<file path="src/rtl/vga_timing_gen.sv">
// VGA raster timing generator with programmable porches, sync polarity and
// pixel clock-enable divider. The optional colour-bar test pattern on vga_rgb
// is built only when VGA_TEST_PATTERN_EN is defined; otherwise vga_rgb is 0.
module vga_timing_gen #(
    parameter int unsigned H_ACTIVE = 640,
    parameter int unsigned H_FRONT  = 16,
    parameter int unsigned H_SYNC   = 96,
    parameter int unsigned H_BACK   = 48,
    parameter int unsigned V_ACTIVE = 480,
    parameter int unsigned V_FRONT  = 10,
    parameter int unsigned V_SYNC   = 2,
    parameter int unsigned V_BACK   = 33,
    parameter int unsigned H_POL    = 0,
    parameter int unsigned V_POL    = 0,
    parameter int unsigned CLK_DIV  = 2,
    parameter int unsigned HW       = 11,
    parameter int unsigned VW       = 10
) (
    input  logic          clk,
    input  logic          reset_i,
    input  logic          en,
    output logic          pix_ce,
    output logic          hsync,
    output logic          vsync,
    output logic          pixel_flag,
    output logic [HW-1:0] x_pos,
    output logic [VW-1:0] y_pos,
    output logic          line_start,
    output logic          frame_start,
    output logic [7:0]    vga_rgb
);

    localparam int unsigned H_TOTAL = H_SYNC + H_BACK + H_ACTIVE + H_FRONT;
    localparam int unsigned V_TOTAL = V_SYNC + V_BACK + V_ACTIVE + V_FRONT;
    localparam int unsigned H_START = H_SYNC + H_BACK;
    localparam int unsigned H_END   = H_START + H_ACTIVE;
    localparam int unsigned V_START = V_SYNC + V_BACK;
    localparam int unsigned V_END   = V_START + V_ACTIVE;
    localparam int unsigned DIV_W   = (CLK_DIV > 1) ? $clog2(CLK_DIV) : 1;

    localparam logic [DIV_W-1:0] DIV_MAX = DIV_W'(CLK_DIV - 1);
    localparam logic [HW-1:0]    H_LAST  = HW'(H_TOTAL - 1);
    localparam logic [VW-1:0]    V_LAST  = VW'(V_TOTAL - 1);
    localparam logic             HS_ACT  = (H_POL != 0);
    localparam logic             VS_ACT  = (V_POL != 0);

    // IDLE: counters parked at 0, first pixel enable loads the origin.
    // RUN: counters advance every pixel enable.
    typedef enum logic {
        ST_IDLE = 1'b0,
        ST_RUN  = 1'b1
    } state_t;

    state_t           state, state_nxt;
    logic [DIV_W-1:0] div, div_nxt;
    logic [HW-1:0]    hcount, h_nxt;
    logic [VW-1:0]    vcount, v_nxt;
    logic             ce_c;

    logic             hs_d, vs_d, act_d, ls_d, fs_d;
    logic [HW-1:0]    x_d;
    logic [VW-1:0]    y_d;

    // State, divider and raster counter registers
    always_ff @(posedge clk or negedge reset_i) begin
        if (!reset_i) begin
            state  <= ST_IDLE;
            div    <= '0;
            hcount <= '0;
            vcount <= '0;
        end else begin
            state  <= state_nxt;
            div    <= div_nxt;
            hcount <= h_nxt;
            vcount <= v_nxt;
        end
    end

    // Next-state counters and decode of the outputs from the next counter values
    always_comb begin
        state_nxt = state;
        div_nxt   = div;
        h_nxt     = hcount;
        v_nxt     = vcount;
        ce_c      = 1'b0;

        if (!en) begin
            state_nxt = ST_IDLE;
            div_nxt   = '0;
            h_nxt     = '0;
            v_nxt     = '0;
        end else begin
            ce_c    = (div == DIV_MAX);
            div_nxt = ce_c ? '0 : div + DIV_W'(1);
            if (ce_c) begin
                case (state)
                    ST_IDLE: begin
                        state_nxt = ST_RUN;
                        h_nxt     = '0;
                        v_nxt     = '0;
                    end
                    ST_RUN: begin
                        if (hcount == H_LAST) begin
                            h_nxt = '0;
                            v_nxt = (vcount == V_LAST) ? '0 : vcount + VW'(1);
                        end else begin
                            h_nxt = hcount + HW'(1);
                        end
                    end
                    default: state_nxt = ST_IDLE;
                endcase
            end
        end

        hs_d  = (h_nxt < HW'(H_SYNC)) ? HS_ACT : ~HS_ACT;
        vs_d  = (v_nxt < VW'(V_SYNC)) ? VS_ACT : ~VS_ACT;
        act_d = (h_nxt >= HW'(H_START)) && (h_nxt < HW'(H_END)) &&
                (v_nxt >= VW'(V_START)) && (v_nxt < VW'(V_END));
        x_d   = act_d ? h_nxt - HW'(H_START) : '0;
        y_d   = act_d ? v_nxt - VW'(V_START) : '0;
        ls_d  = (h_nxt == '0);
        fs_d  = ls_d && (v_nxt == '0);
    end

    // Registered timing outputs, refreshed once per pixel period
    always_ff @(posedge clk or negedge reset_i) begin
        if (!reset_i) begin
            pix_ce      <= 1'b0;
            hsync       <= ~HS_ACT;
            vsync       <= ~VS_ACT;
            pixel_flag  <= 1'b0;
            x_pos       <= '0;
            y_pos       <= '0;
            line_start  <= 1'b0;
            frame_start <= 1'b0;
        end else if (!en) begin
            pix_ce      <= 1'b0;
            hsync       <= ~HS_ACT;
            vsync       <= ~VS_ACT;
            pixel_flag  <= 1'b0;
            x_pos       <= '0;
            y_pos       <= '0;
            line_start  <= 1'b0;
            frame_start <= 1'b0;
        end else begin
            pix_ce <= ce_c;
            if (ce_c) begin
                hsync       <= hs_d;
                vsync       <= vs_d;
                pixel_flag  <= act_d;
                x_pos       <= x_d;
                y_pos       <= y_d;
                line_start  <= ls_d;
                frame_start <= fs_d;
            end
        end
    end

`ifdef VGA_TEST_PATTERN_EN
    logic [2:0] bar_c;
    logic [7:0] rgb_d;

    // First column of bar k: smallest x with x*8/H_ACTIVE >= k
    function automatic logic [HW-1:0] bar_thresh(input int unsigned k);
        return HW'((k * H_ACTIVE + 7) / 8);
    endfunction

    // Colour-bar index and RGB332 colour for the next pixel
    always_comb begin
        bar_c = 3'd0;
        for (int unsigned k = 1; k < 8; k++) begin
            if (x_d >= bar_thresh(k)) begin
                bar_c = bar_c + 3'd1;
            end
        end
        case (bar_c)
            3'd0:    rgb_d = 8'hFF;
            3'd1:    rgb_d = 8'hFC;
            3'd2:    rgb_d = 8'h1F;
            3'd3:    rgb_d = 8'h1C;
            3'd4:    rgb_d = 8'hE3;
            3'd5:    rgb_d = 8'hE0;
            3'd6:    rgb_d = 8'h03;
            default: rgb_d = 8'h00;
        endcase
        if (!act_d) begin
            rgb_d = 8'h00;
        end
    end

    // Pattern colour registered on the same edge as the pixel outputs
    always_ff @(posedge clk or negedge reset_i) begin
        if (!reset_i) begin
            vga_rgb <= 8'h00;
        end else if (!en) begin
            vga_rgb <= 8'h00;
        end else if (ce_c) begin
            vga_rgb <= rgb_d;
        end
    end
`else
    assign vga_rgb = 8'h00;
`endif

endmodule
</file>
<file path="config.mk">
export PLATFORM = sky130hd
export DESIGN_NAME = vga_timing_gen
export DESIGN_NICKNAME = d
export VERILOG_FILES = /design/src/rtl/vga_timing_gen.sv
export SDC_FILE = /design/constraint.sdc
export NUM_CORES = 1
export LEC_CHECK = 0
export BUFFER_PORTS_ARGS = -buffer_cell sky130_fd_sc_hd__buf_2
export CAP_MARGIN = 20
export CORE_ASPECT_RATIO = 0.5
export CORE_MARGIN = 1
export CORE_UTILIZATION = 50
export CTS_CLUSTER_SIZE = 28
export DETAILED_ROUTE_END_ITERATION = 16
export PLACE_DENSITY = 0.82
export SLEW_MARGIN = 20
export SYNTH_ARGS = -nofsm -noshare
export SYNTH_HDL_FRONTEND = slang
export SYNTH_SLANG_ARGS = --single-unit
</file>
<file path="constraint.sdc">
create_clock -name clk -period 8.6 [get_ports clk]
set_input_delay 0.43 -clock clk [delete_from_list [all_inputs] [get_ports clk]]
set_output_delay 0.43 -clock clk [all_outputs]
set_load 0.05 [all_outputs]
</file>
# Yosys cells after proc, flatten, opt, wreduce, memory -nomap -nowiden
# Cells that the tools add are included.
# totals
register_bits	50
inputBits	3
out_inout_bits	35
elab_cells	67
# classes
addsub	5
n_lt_le_gt_ge	6
n_eq_ne	4
muxes	33
bitwise	1
n_reduce_logical	6
# ops
op	n
10-bit two-way mux	7
11-bit two-way mux	6
11-bit case mux with 2 select lines	1
10-bit case mux with 2 select lines	1
1-bit two-way mux	18
11-bit by 1-bit adder with 11-bit output (second input constant)	1
11-bit by 10-bit equality test with 1-bit output (second input constant)	1
11-bit by 8-bit >= comparator with 1-bit output (second input constant)	1
11-bit logical NOT	1
11-bit by 10-bit < comparator with 1-bit output (second input constant)	1
11-bit by 7-bit < comparator with 1-bit output (second input constant)	1
11-bit by 8-bit subtractor with 11-bit output (second input constant)	1
10-bit by 1-bit adder with 10-bit output (second input constant)	1
10-bit equality test (second input constant)	1
10-bit by 6-bit >= comparator with 1-bit output (second input constant)	1
10-bit logical NOT	1
10-bit < comparator (second input constant)	1
10-bit by 2-bit < comparator with 1-bit output (second input constant)	1
10-bit by 6-bit subtractor with 10-bit output (second input constant)	1
1-bit logical AND	4
2-bit by 1-bit != test with 1-bit output (second input constant)	2
1-bit adder (second input constant)	1
1-bit NOT	1

# Logic depth before layout (Yosys ltp)
# Gate-level depths: netlist (run 1).
# logic_depth
word_depth	12
ltp_mapped	14
mapped_depth_nobuf	11

# Worst setup path before layout (run 1)
# OpenSTA, ideal clock, no wires.
# synth_path
path_kind	reg-to-reg
from	register hcount[0]
to	register x_pos[9]
setup_ps	74
arrival_time_ps	3077
required_ps	8526
slack_ps	5449
path_stages_with_launch	13
path_buffers	2
period_less_slack_ps	3151
cell_sequence	dfrtp_1 ha_1 nand4_2 o41ai_4 buf_6 a21oi_1 a31o_2 ha_1 nor4_2 nand4_1 a221o_1 buf_4 o21ai_2
# synth_between
elab_cells_between_ends	21
cone_classes	add/sub: 2; order compare: 4; eq/ne: 1; mux: 11; reduce/logical: 3
# synth_lines
element	line_no	rtl
from (decl)	56	logic [HW-1:0] hcount, h_nxt;
from (signal assigned)	74	hcount <= h_nxt;
11-bit by 10-bit equality test with 1-bit output (*)	103	if (hcount == H_LAST) begin
10-bit two-way mux (*)	103	
10-bit case mux with 2 select lines (*)	96	case (state)
10-bit two-way mux (*)	95	if (ce_c) begin
10-bit two-way mux (*)	87	if (!en) begin
net v_nxt[0]	57	logic [VW-1:0] vcount, v_nxt;
10-bit by 6-bit >= comparator with 1-bit output	118	(v_nxt >= VW'(V_START)) && (v_nxt < VW'(V_END));
1-bit logical AND	117	act_d = (h_nxt >= HW'(H_START)) && (h_nxt < HW'(H_END)) &&
1-bit logical AND (*)	118	
11-bit two-way mux (*)	119	x_d = act_d ? h_nxt - HW'(H_START) : '0;
11-bit two-way mux (*)	147	if (ce_c) begin
11-bit two-way mux (*)	136	end else if (!en) begin
to (signal assigned)	132	x_pos <= '0;
to (signal assigned)	141	x_pos <= '0;
to (signal assigned)	151	x_pos <= x_d;
to (decl)	26	output logic [HW-1:0] x_pos,
# The timed path passes the listed nets; every way through them passes the cells marked *. The select of a mux whose other input is x is not followed.
# A chain may end at the register's enable or synchronous reset.

# Worst setup path after layout (run 1)
# layout_path
from	register hcount[0]
to	register y_pos[2]
# layout_between
elab_cells_between_ends	21
cone_classes	add/sub: 2; order compare: 4; eq/ne: 1; mux: 11; reduce/logical: 3
# layout_lines
element	line_no	rtl
11-bit by 10-bit equality test with 1-bit output (*)	103	
10-bit two-way mux (*)	103	
10-bit case mux with 2 select lines (*)	96	
10-bit two-way mux (*)	95	
10-bit two-way mux (*)	87	
net v_nxt[1]	57	
10-bit by 6-bit >= comparator with 1-bit output	118	
1-bit logical AND	117	
1-bit logical AND	118	
10-bit two-way mux (*)	120	y_d = act_d ? v_nxt - VW'(V_START) : '0;
10-bit two-way mux (*)	147	
10-bit two-way mux (*)	136	
to (signal assigned)	152	y_pos <= y_d;
to (decl)	27	output logic [VW-1:0] y_pos,
# Marks and branches as above.

==> results_dict.tcl, run 1 <==
set metrics [dict create \
    status "finished clean" \
    cts_root_buffer "clkbuf_16" \
    antenna_cells 0 \
    rsz0062_at_grt "no" \
    worst_path_max_delay_cell "a221o_1" \
    grt-ovfl-total 0 \
    critPathLaunchType "flop" \
    synth_top_cell_by_area "dfrtp_1" \
    antenna_found_initial 0 \
    wl_per_cell_um 15.82 \
    syn_inst 314 \
    p_per_area_mw_per_mm2 153.3 \
    initial_core_util_pct 52.52 \
    fmax_mhz 235.3 \
    synth.distinct_cells 60 \
    cts_resized 0 \
    h-tree-depth 2 \
    gr-usage-all-layers_pct 23.45 \
    slew_viol_final 0 \
    grt_pass1_vias 2359 \
    io_pins 38 \
    worst_ep_required_time_ps 8720 \
    worst_slew_margin_rel_pct 33.40 \
    crit_arrival_ps 4370 \
    critical_path_buf_inv_count 0 \
    area_delta_synth_final_pct 10.49 \
    drc 0 \
    yosysWarningCount 0 \
    final_antenna_net_count 0 \
    skew_ps 5.405 \
    fp.dieW_um 109.9 \
    setup_violations 0 \
    clk_pin_slew_ps 60 \
    hold_buffers 0 \
    synth_most_common_cell "dfrtp_1" \
    synth_top_area_share_pct 41.29 \
    crit_family "compound AO/OA/AOI/OAI gates" \
    fin_crit_ps 4251 \
    tns_ps 0 \
    cpPeakStageDelay_ps 810 \
    synth_area_per_cell_um2 9.264 \
    wl_mm 6.532 \
    placed_area_mm2 0.003049 \
    clock-sinks 50 \
    dp_hpwl_mm 4.757 \
    r2r_start "hcount[0]$_DFF_PN0_" \
    portBuffers 29 \
    ys_ff_latch 50 \
    hp-class "in2async" \
    worst_pin_slew_ps 998.7 \
    grt_max_degree 51 \
    async_flop_share_pct 100.0 \
    final_nets 350 \
    synthTopCellsByArea "dfrtp_1 41%, nand2_1 5.2%, ha_1 3.4%" \
    cp-end-kind "flop" \
    maxCapViolCount 0 \
    criticalPathCategory "reg2reg" \
    cts_buffer_depth 2 \
    cts_tree "done" \
    rows 19 \
    worst_r2r_path_depth 10 \
    crit_path_cell_trace "ha_1, nand4_2, o41ai_4, nand2_1, a32o_1, ha_1, o41ai_1, a21o_1, a221o_1, o21ai_0" \
    crit_top_cell "ha_1" \
    num_vias 2461 \
    core_area_mm2 0.005539 \
    drt_iter0_drc 155 \
    leakage_nw 1.564 \
    synth_edf_count 0 \
    clk_latency_ps 290 \
    post_cts_buffers 0 \
    path_max_fanout 22 \
    seq_area_frac_synth_pct 43.10 \
    synthTopCellsByCount "48 x dfrtp_1, 40 x nand2_1, 24 x inv_1" \
    chipHeight_um 55.94 \
    finalCritPeriodShare_pct 49.43 \
    reg2reg_to "y_pos[2]$_DFFE_PN0P_" \
    netlist_area_mm2 0.002909 \
    r2r_slack_ps 4350 \
    hold_violations 0 \
    grt_pass1_wl_mm 11.13 \
    ir_worst_vdd_v 0.0001090 \
    vias_per_cell 5.959 \
    synthFlopType "dfrtp_1" \
    gp_congestion 0.9166 \
    layout-drive-gt1-share_pct 17.35 \
    postLayoutCellArea_mm2 0.003214 \
    cts_buffers 5 \
    dr.pass1.iters 5 \
    die_area_mm2 0.006146 \
]
-- power breakdown --
part	total (mW)	switching, mW	internal (mW)
logic	0.0349	0.0293	0.00560
clock network	0.217	0.0792	0.137
registers	0.241	0.00272	0.239
total	0.493	0.111	0.382
-- metrics by stage --
| step | power (mW) | util (%) | hold WS [ps] | worst slack [ps] | std cells |
|---|---|---|---|---|---|
| after floorplan | 0.2728 | - | 134.4 | 5449 | 321 |
| after global placement | 0.2793 | 55.05 | 458.1 | 4614 | 405 |
| after detailed placement | 0.2805 | 55.05 | 461.0 | 4374 | 405 |
| after CTS | 0.4958 | 57.99 | 390.9 | 4358 | 413 |
| after global routing | 0.5110 | 58.03 | 221.0 | 3989 | 413 |
| final | 0.4928 | 58.03 | 160.5 | 4349 | 413 |
-- final cells by class --
cell class / count / area [um^2]
multi-input cells: 228 / 1461
fillers: 472 / 2325
clock buffers: 7 / 132.6
repair buffers: 30 / 155.1
inverters: 24 / 90.09
flip-flops and latches: 50 / 1254
clock inverters: 1 / 30.03
well taps: 73 / 91.34
-- per-layer routing --
layer / track usage, % / vias to the layer above / share of wire (%)
met1: 32.26 / 1202 / 45
li1: - / 1157 / -
met4: 7.048 / 0 / 1.3
met3: 4.215 / 10 / 5.1
met5: 0 / - / 0
met2: 37.95 / 92 / 48
-- worst max-delay path by stage --
stage / startpoint / to / slack (ps) / depth (start not counted)
global route: hcount[0]$_DFF_PN0_ / y_pos[2]$_DFFE_PN0P_ / 3990 / 10
CTS: hcount[0]$_DFF_PN0_ / y_pos[2]$_DFFE_PN0P_ / 4360 / 10
detailed placement: hcount[0]$_DFF_PN0_ / y_pos[2]$_DFFE_PN0P_ / 4370 / 10
finish: hcount[0]$_DFF_PN0_ / y_pos[2]$_DFFE_PN0P_ / 4350 / 10
global placement: hcount[0]$_DFF_PN0_ / y_pos[2]$_DFFE_PN0P_ / 4610 / 10
floorplan: hcount[0]$_DFF_PN0_ / x_pos[9]$_DFFE_PN0P_ / 5450 / 12
-- sequential cells by signal, summed over array words and instances, names as in the netlist --
name	cells
pixel_flag	1
div	1
y_pos	10
vcount	10
line_start	1
frame_start	1
vsync	1
hsync	1
pix_ce	1
x_pos	11
state	1
hcount	11
-- logic make-up after synthesis --
| logic type | share of synthesized area [%] |
|---|---|
| flops | 43.10 |
| buf+inv | 7.570 |
| fa+ha+maj | 3.441 |
| simple gates | 20.39 |
| compound gates | 20.47 |
| mux | 0.6882 |
| other cells | 0.1289 |
| xor+xnor | 4.215 |
-- placed cells by master (no fill, tap or decap), drive strengths merged, types with 5 or more instances in the layout --
| cell type | n |
|---|---|
| dfrtp | 48 |
| nand2 | 40 |
| o21ai | 36 |
| buf | 30 |
| inv | 24 |
| nor2 | 17 |
| nand3 | 16 |
| a21oi | 13 |
| xnor2 | 10 |
| ha | 8 |
| conb | 8 |
| clkbuf | 7 |
| nor3 | 6 |
| nor4 | 6 |
| nand4 | 5 |
No activity file was read; power rests on OpenSTA's default activity.
==> run 2, diff against run 1 <==
ABC_AREA = 1   (was unset)
PLACE_DENSITY = 0.84   (was 0.82)
clock period = 3.4 ns   (was 8.6 ns; I/O delays follow)
==> run 2 against run 1 <==
Net effect:
- die area up 16%
- cell count increased by 42%
- clock skew increased by 3.5 ps
==> results_dict.tcl, run 2 <==
set metrics [dict create \
    status "finished clean" \
    io_pins 38 \
    ys_ff_latch 50 \
    h-tree-depth 2 \
    fin_crit_ps 2975 \
    tns_ps 0 \
    rows 20 \
    layout_commonest_cell "nand2_1" \
    wl_per_cell_um 13.59 \
    regArea_mm2 0.001254 \
    cts_buffer_depth 2 \
    layout-drive-gt1-share_pct 19.11 \
    synth_area_per_cell_um2 7.214 \
    async_flop_share_pct 100.0 \
    drt_iter0_drc 222 \
    worst_slew_margin_rel_pct 58.26 \
    seq_area_frac_synth_pct 37.06 \
    setup_violations 0 \
    final_nets 507 \
    grt_pass1_wl_mm 12.95 \
    wl_mm 7.952 \
    synth_top_area_share_pct 35.50 \
    synth_most_common_cell "nand2_1" \
    crit_path_cell_trace "ha_1, nand2_2, nor2_8, nand3_4, nand2_8, nand2_1, nand2_1, nand2_1, ha_1, inv_1, nand2_2, nor2_2, nand4_2, nand2_2, nand3_1, nand2_1" \
    clk_pin_slew_ps 70 \
    synthFlopType "dfrtp_1" \
    synth_simple_gate_area_share_pct 43.53 \
    muxShareOfSynthArea_pct 0 \
    rsz0062_at_grt "no" \
    area_delta_synth_final_pct 9.689 \
    cp-end-kind "flop" \
    synth_edf_count 0 \
    synth-adder-area-share_pct 2.959 \
    portBuffers 29 \
    fmax_mhz 336.1 \
    crit_arrival_ps 3200 \
    post_cts_buffers 0 \
    netlist_area_mm2 0.003383 \
    cts_root_buffer "clkbuf_16" \
    placed_area_mm2 0.003542 \
    reg.largest.list "hcount x11, x_pos x11" \
    criticalPathCategory "reg2reg" \
    vias_per_cell 5.279 \
    synth_xor_area_share_pct 1.812 \
    synth-compound-area-share_pct 3.587 \
    crit_top_cell "nand2_1" \
    fillCellCount 552 \
    critPathLaunchType "flop" \
    hold_violations 0 \
    gr-usage-all-layers_pct 23.59 \
    ir_worst_vdd_v 0.0001879 \
    initial_core_util_pct 53.65 \
    path_max_fanout 22 \
    grt_pass1_vias 2693 \
    postLayoutCellArea_mm2 0.003711 \
    num_vias 3088 \
    maxCapViolCount 0 \
    synth.distinct_cells 38 \
    antenna_cells 0 \
    clock-sinks 50 \
    synth_top_cell_by_area "dfrtp_1" \
    synthTopCellsByArea "dfrtp_1 36%, nand2_1 18%, nand3_1 6.8%" \
    grt_max_degree 51 \
    hp-class "in2reg" \
    worst_ep_required_time_ps 3630 \
    p_per_area_mw_per_mm2 350.1 \
    worst_pin_slew_ps 626.1 \
    antenna_found_initial 0 \
    syn_inst 469 \
    final_antenna_net_count 0 \
    leakage_nw 2.068 \
    multiInputGateArea_mm2 0.001785 \
    final_cell_mix "162 x nand2_1, 56 x inv_1, 48 x dfrtp_1" \
    yosysWarningCount 0 \
    grt-ovfl-total 0 \
    cpPeakStageDelay_ps 440 \
    finalCritPeriodShare_pct 87.50 \
    drc 0 \
    die_area_mm2 0.007119 \
    worst_path_max_delay_cell "dfrtp_1" \
    skew_ps 8.943 \
    slew_viol_final 0 \
    gp_congestion 0.9566 \
    crit_family "simple AND/OR/NAND/NOR gates" \
    cts_tree "done" \
    cts_buffers 5 \
    core_area_mm2 0.006306 \
    chipHeight_um 60.17 \
    synth_top_family_by_area "simple AND/OR/NAND/NOR gates" \
    dr.pass1.iters 5 \
    dp_hpwl_mm 5.710 \
    fp.dieW_um 118.3 \
    critical_path_buf_inv_count 1 \
    clk_latency_ps 290 \
    synthTopCellsByCount "162 x nand2_1, 56 x inv_1, 48 x dfrtp_1" \
]
-- run 2: cell types whose count changed in the layout (fill, tap and decap cells not counted), moves of 11 or more --
cell / delta
nand2_2: +12
a21oi_1: -13
nor2_1: +23
nand2_1: +122
nand3_2: +13
inv_1: +32
o21ai_0: -11
nand3_1: +30
-- run 2: stage by stage --
stage	power, mW	std cells	setup slack [ps]	hold slack (ps)	util, %
5_1_grt	1.347	585	169.0	235.3	58.85
3_3_place_gp	0.7755	576	619.5	434.2	56.17
4_1_cts	1.295	584	447.4	132.8	58.65
2_1_floorplan	0.7445	476	937.8	-125.6	-
6_report	1.299	585	425.0	213.9	58.85
3_5_place_dp	0.7779	576	505.8	447.4	56.17
-- run 2: worst register-to-register path, delay by kind of cell (launching register included) --
family | cells | cell delay (ps)
DFF | 1 | 440
buffers and inverters | 1 | 70
adders and majority gates | 2 | 470
and+or+nand+nor | 13 | 1930
-- run 2: logic make-up (layout without fill, tap and decap cells) --
logic type | count (synthesis) | after routing
adder cells (fa/ha/maj) | 8 | 8
AO/OA/AOI/OAI | 17 | 17
other | 1 | 8
buffers and inverters | 81 | 102
XOR/XNOR | 7 | 7
AND/OR/NAND/NOR | 305 | 305
flip-flops | 50 | 50
-- run 2: cell type report --
type                       instances  share of cell area [%]
multi-input combinational        345                   48.11
sequential                        50                   33.78
inverter                          62                   6.271
timing repair buffer              32                   4.653
clock buffer                       6                   3.742
tap                               88                   2.967
clock inverter                     2                  0.4720
-- run 2: power by group --
part / switching [mW] / internal (mW) / total (mW) / leakage (nW)
sequential: 0.0161 / 0.611 / 0.627 / 0.685
combinational: 0.113 / 0.0295 / 0.142 / 1.31
clock: 0.233 / 0.296 / 0.529 / 0.0770
-- run 2: what timing repair did --
action | 4_1_cts | 5_1_grt
endpoints found under the setup margin | 0 | 0
resized for setup | 0 | 0
hold buffers | 0 | 1
hold endpoints to repair | 0 | 48
-- run 2: per-layer routing --
layer	wire length, um	GRT usage (%)
met1	3818	34.12
met2	3342	37.14
met3	710	3.531
met4	80	6.227
met5	0	0
-- run 2: final timing paths --
path	start	end	slack, ps	depth (start not counted)
max	hcount[0]$_DFF_PN0_	x_pos[6]$_DFFE_PN0P_	420	16
min	en	state$_DFFE_PN0N_	210	3
max reg2reg	hcount[0]$_DFF_PN0_	x_pos[6]$_DFFE_PN0P_	420	16
min reg2reg	y_pos[7]$_DFFE_PN0P_	y_pos[7]$_DFFE_PN0P_	470	2
max in group asynchronous	reset_i	hcount[4]$_DFF_PN0_	2500	2
min in group asynchronous	reset_i	pixel_flag$_DFFE_PN0P_	470	2
==> run 3, diff against run 2 <==
ABC_AREA = unset   (was 1)
==> run 3 against run 2 <==
Net effect:
- utilization up 2.3 points
- cell count shrank 26%
- fmax fell by 8.8%
- clock skew shrank 3.0 ps
- critical path depth down 5
- sequential power shrank 3%
- first-iteration DRC count grew 9.0%
- clock-buffer cell count is 1 higher
- clock power barely moved
- hold slack lost 62 ps
- setup slack lost 290 ps
- global-route usage up 1.6 points
==> results_dict.tcl, run 3 (synthesized netlist as in run 1, its figures left out) <==
set metrics [dict create \
    io_pins 38 \
    worst_ep_required_time_ps 3580 \
    dp_hpwl_mm 4.844 \
    p_total_mw 1.237 \
    clock-sinks 50 \
    fillCellCount 421 \
    layout_commonest_cell "dfrtp_1" \
    rows 19 \
    antenna_found_initial 0 \
    setup_violations 0 \
    gr-usage-all-layers_pct 25.15 \
    critPathLaunchType "flop" \
    area_delta_synth_final_pct 16.43 \
    criticalPathCategory "reg2reg" \
    crit_arrival_ps 3450 \
    finalCritPeriodShare_pct 95.96 \
    slew_viol_final 0 \
    clk_latency_ps 290 \
    final_nets 370 \
    place_ws_ps 13.03 \
    dr.pass1.iters 6 \
    cts_root_buffer "clkbuf_16" \
    grt-ovfl-total 0 \
    ir_worst_vdd_v 0.0002283 \
    antenna_cells 0 \
    vias_per_cell 5.998 \
    grt_pass1_vias 2449 \
    comb_power_share_pct 7.9 \
    netSwitchingFraction_pct 24.28 \
    hold_violations 0 \
    fp.dieW_um 109.9 \
    fin_ws_ps 137.2 \
    num_vias 2597 \
    path_max_fanout 7 \
    status "finished clean" \
    worst_slew_margin_rel_pct 57.33 \
    fin_crit_ps 3263 \
    die_area_mm2 0.006146 \
    final_cell_mix "47 x dfrtp_1, 39 x nand2_1, 28 x buf_2" \
    tns_ps 0 \
    cts_tree "done" \
    reg.largest.list "hcount x11, x_pos x11" \
    p_int_mw 0.9363 \
    r2r_slack_ps 140 \
    worst_pin_slew_ps 640.1 \
    p_per_area_mw_per_mm2 365.1 \
    cts_buffer_depth 2 \
    gp_congestion 0.9900 \
    fin_util_pct 61.15 \
    pwr-share-seq_pct 49.2 \
    leakage_nw 1.653 \
    final_antenna_net_count 0 \
    wl_per_cell_um 16.86 \
    chipHeight_um 55.94 \
    switchingPower_mw 0.3003 \
    maxCapViolCount 0 \
    drt_iter0_drc 242 \
    fmax_mhz 306.5 \
    skew_ps 5.975 \
    cp-end-kind "flop" \
    layout-drive-gt1-share_pct 23.61 \
    grt_pass1_wl_mm 11.84 \
    h-tree-depth 2 \
    clk_pin_slew_ps 70 \
    drc 0 \
    clkPwrFrac_pct 42.9 \
    hp-class "in2reg" \
    wl_mm 7.302 \
    cts_buffers 5 \
    portBuffers 29 \
    core_area_mm2 0.005539 \
    grt_max_degree 51 \
    initial_core_util_pct 52.52 \
]
-- run 3: changes by cell type in the layout (fill, tap and decap cells not counted), moves of 13 or more --
cell,before,now
nand3_2,13,0
nand2_1,162,39
buf_4,3,20
nor2_1,40,17
nand3_1,46,16
inv_1,56,24
-- run 3: critical path, cell delays in order, from the launching register on --
cell,delay (ps)
dfrtp_2,450
or3_4,400
o41ai_4,390
buf_4,190
nand2_2,90
a32o_1,260
buf_4,160
a2111oi_1,630
buf_4,230
o21ai_0,90
xor2_1,210
o21ai_2,60
-- run 3: per-stage QoR --
stage          hold WS (ps)  cells  instance area [um^2]
6_report              151.9    433                  3387
5_1_grt               151.9    433                  3387
4_1_cts               129.7    429                  3337
3_5_place_dp          435.2    421                  3169
3_3_place_gp          411.3    421                  3169
2_1_floorplan        -125.6    321                  2935
-- run 3: power by group through the flow --
stage	clock (mW)	combinational, mW	sequential (mW)
floorplan	0	0.0545	0.636
global placement	0	0.0898	0.620
detailed placement	0	0.0914	0.620
CTS	0.538	0.0926	0.608
global route	0.566	0.105	0.609
finish	0.530	0.0976	0.609
-- run 3: final timing paths --
check,startpoint,to,cells past startpoint
max,hcount[7]$_DFF_PN0_,y_pos[9]$_DFFE_PN0P_,11
min,en,state$_DFFE_PN0N_,2
max reg2reg,hcount[7]$_DFF_PN0_,y_pos[9]$_DFFE_PN0P_,11
min reg2reg,pixel_flag$_DFFE_PN0P_,pixel_flag$_DFFE_PN0P_,2
max in group asynchronous,reset_i,hcount[7]$_DFF_PN0_,2
min in group asynchronous,reset_i,y_pos[7]$_DFFE_PN0P_,2
-- run 3: final cells by class --
class                      instances  area, um^2  area share (%)
clock buffer                       7       152.6           4.507
clock inverter                     1       8.758          0.2586
inverter                          24       90.09           2.660
multi-input combinational        228        1478           43.63
sequential                        50        1255           37.05
tap                               73       91.34           2.697
timing repair buffer              50       311.5           9.198
-- run 3: repair_timing --
action	4_1_cts	5_1_grt
endpoints found under the setup margin	3	24
buffers inserted	0	3
gates resized for setup	2	6
pin swaps	0	3
hold buffers	0	1
hold endpoints to repair	0	48
-- run 3: routing by layer --
metal | part of all wire (%) | global-route usage, % | vias to the layer above
li1 | - | - | 1195
met1 | 41 | 32.65 | 1226
met2 | 48 | 42.23 | 151
met3 | 8.0 | 4.918 | 25
met4 | 2.3 | 8.190 | 0
met5 | 0 | 0 | -
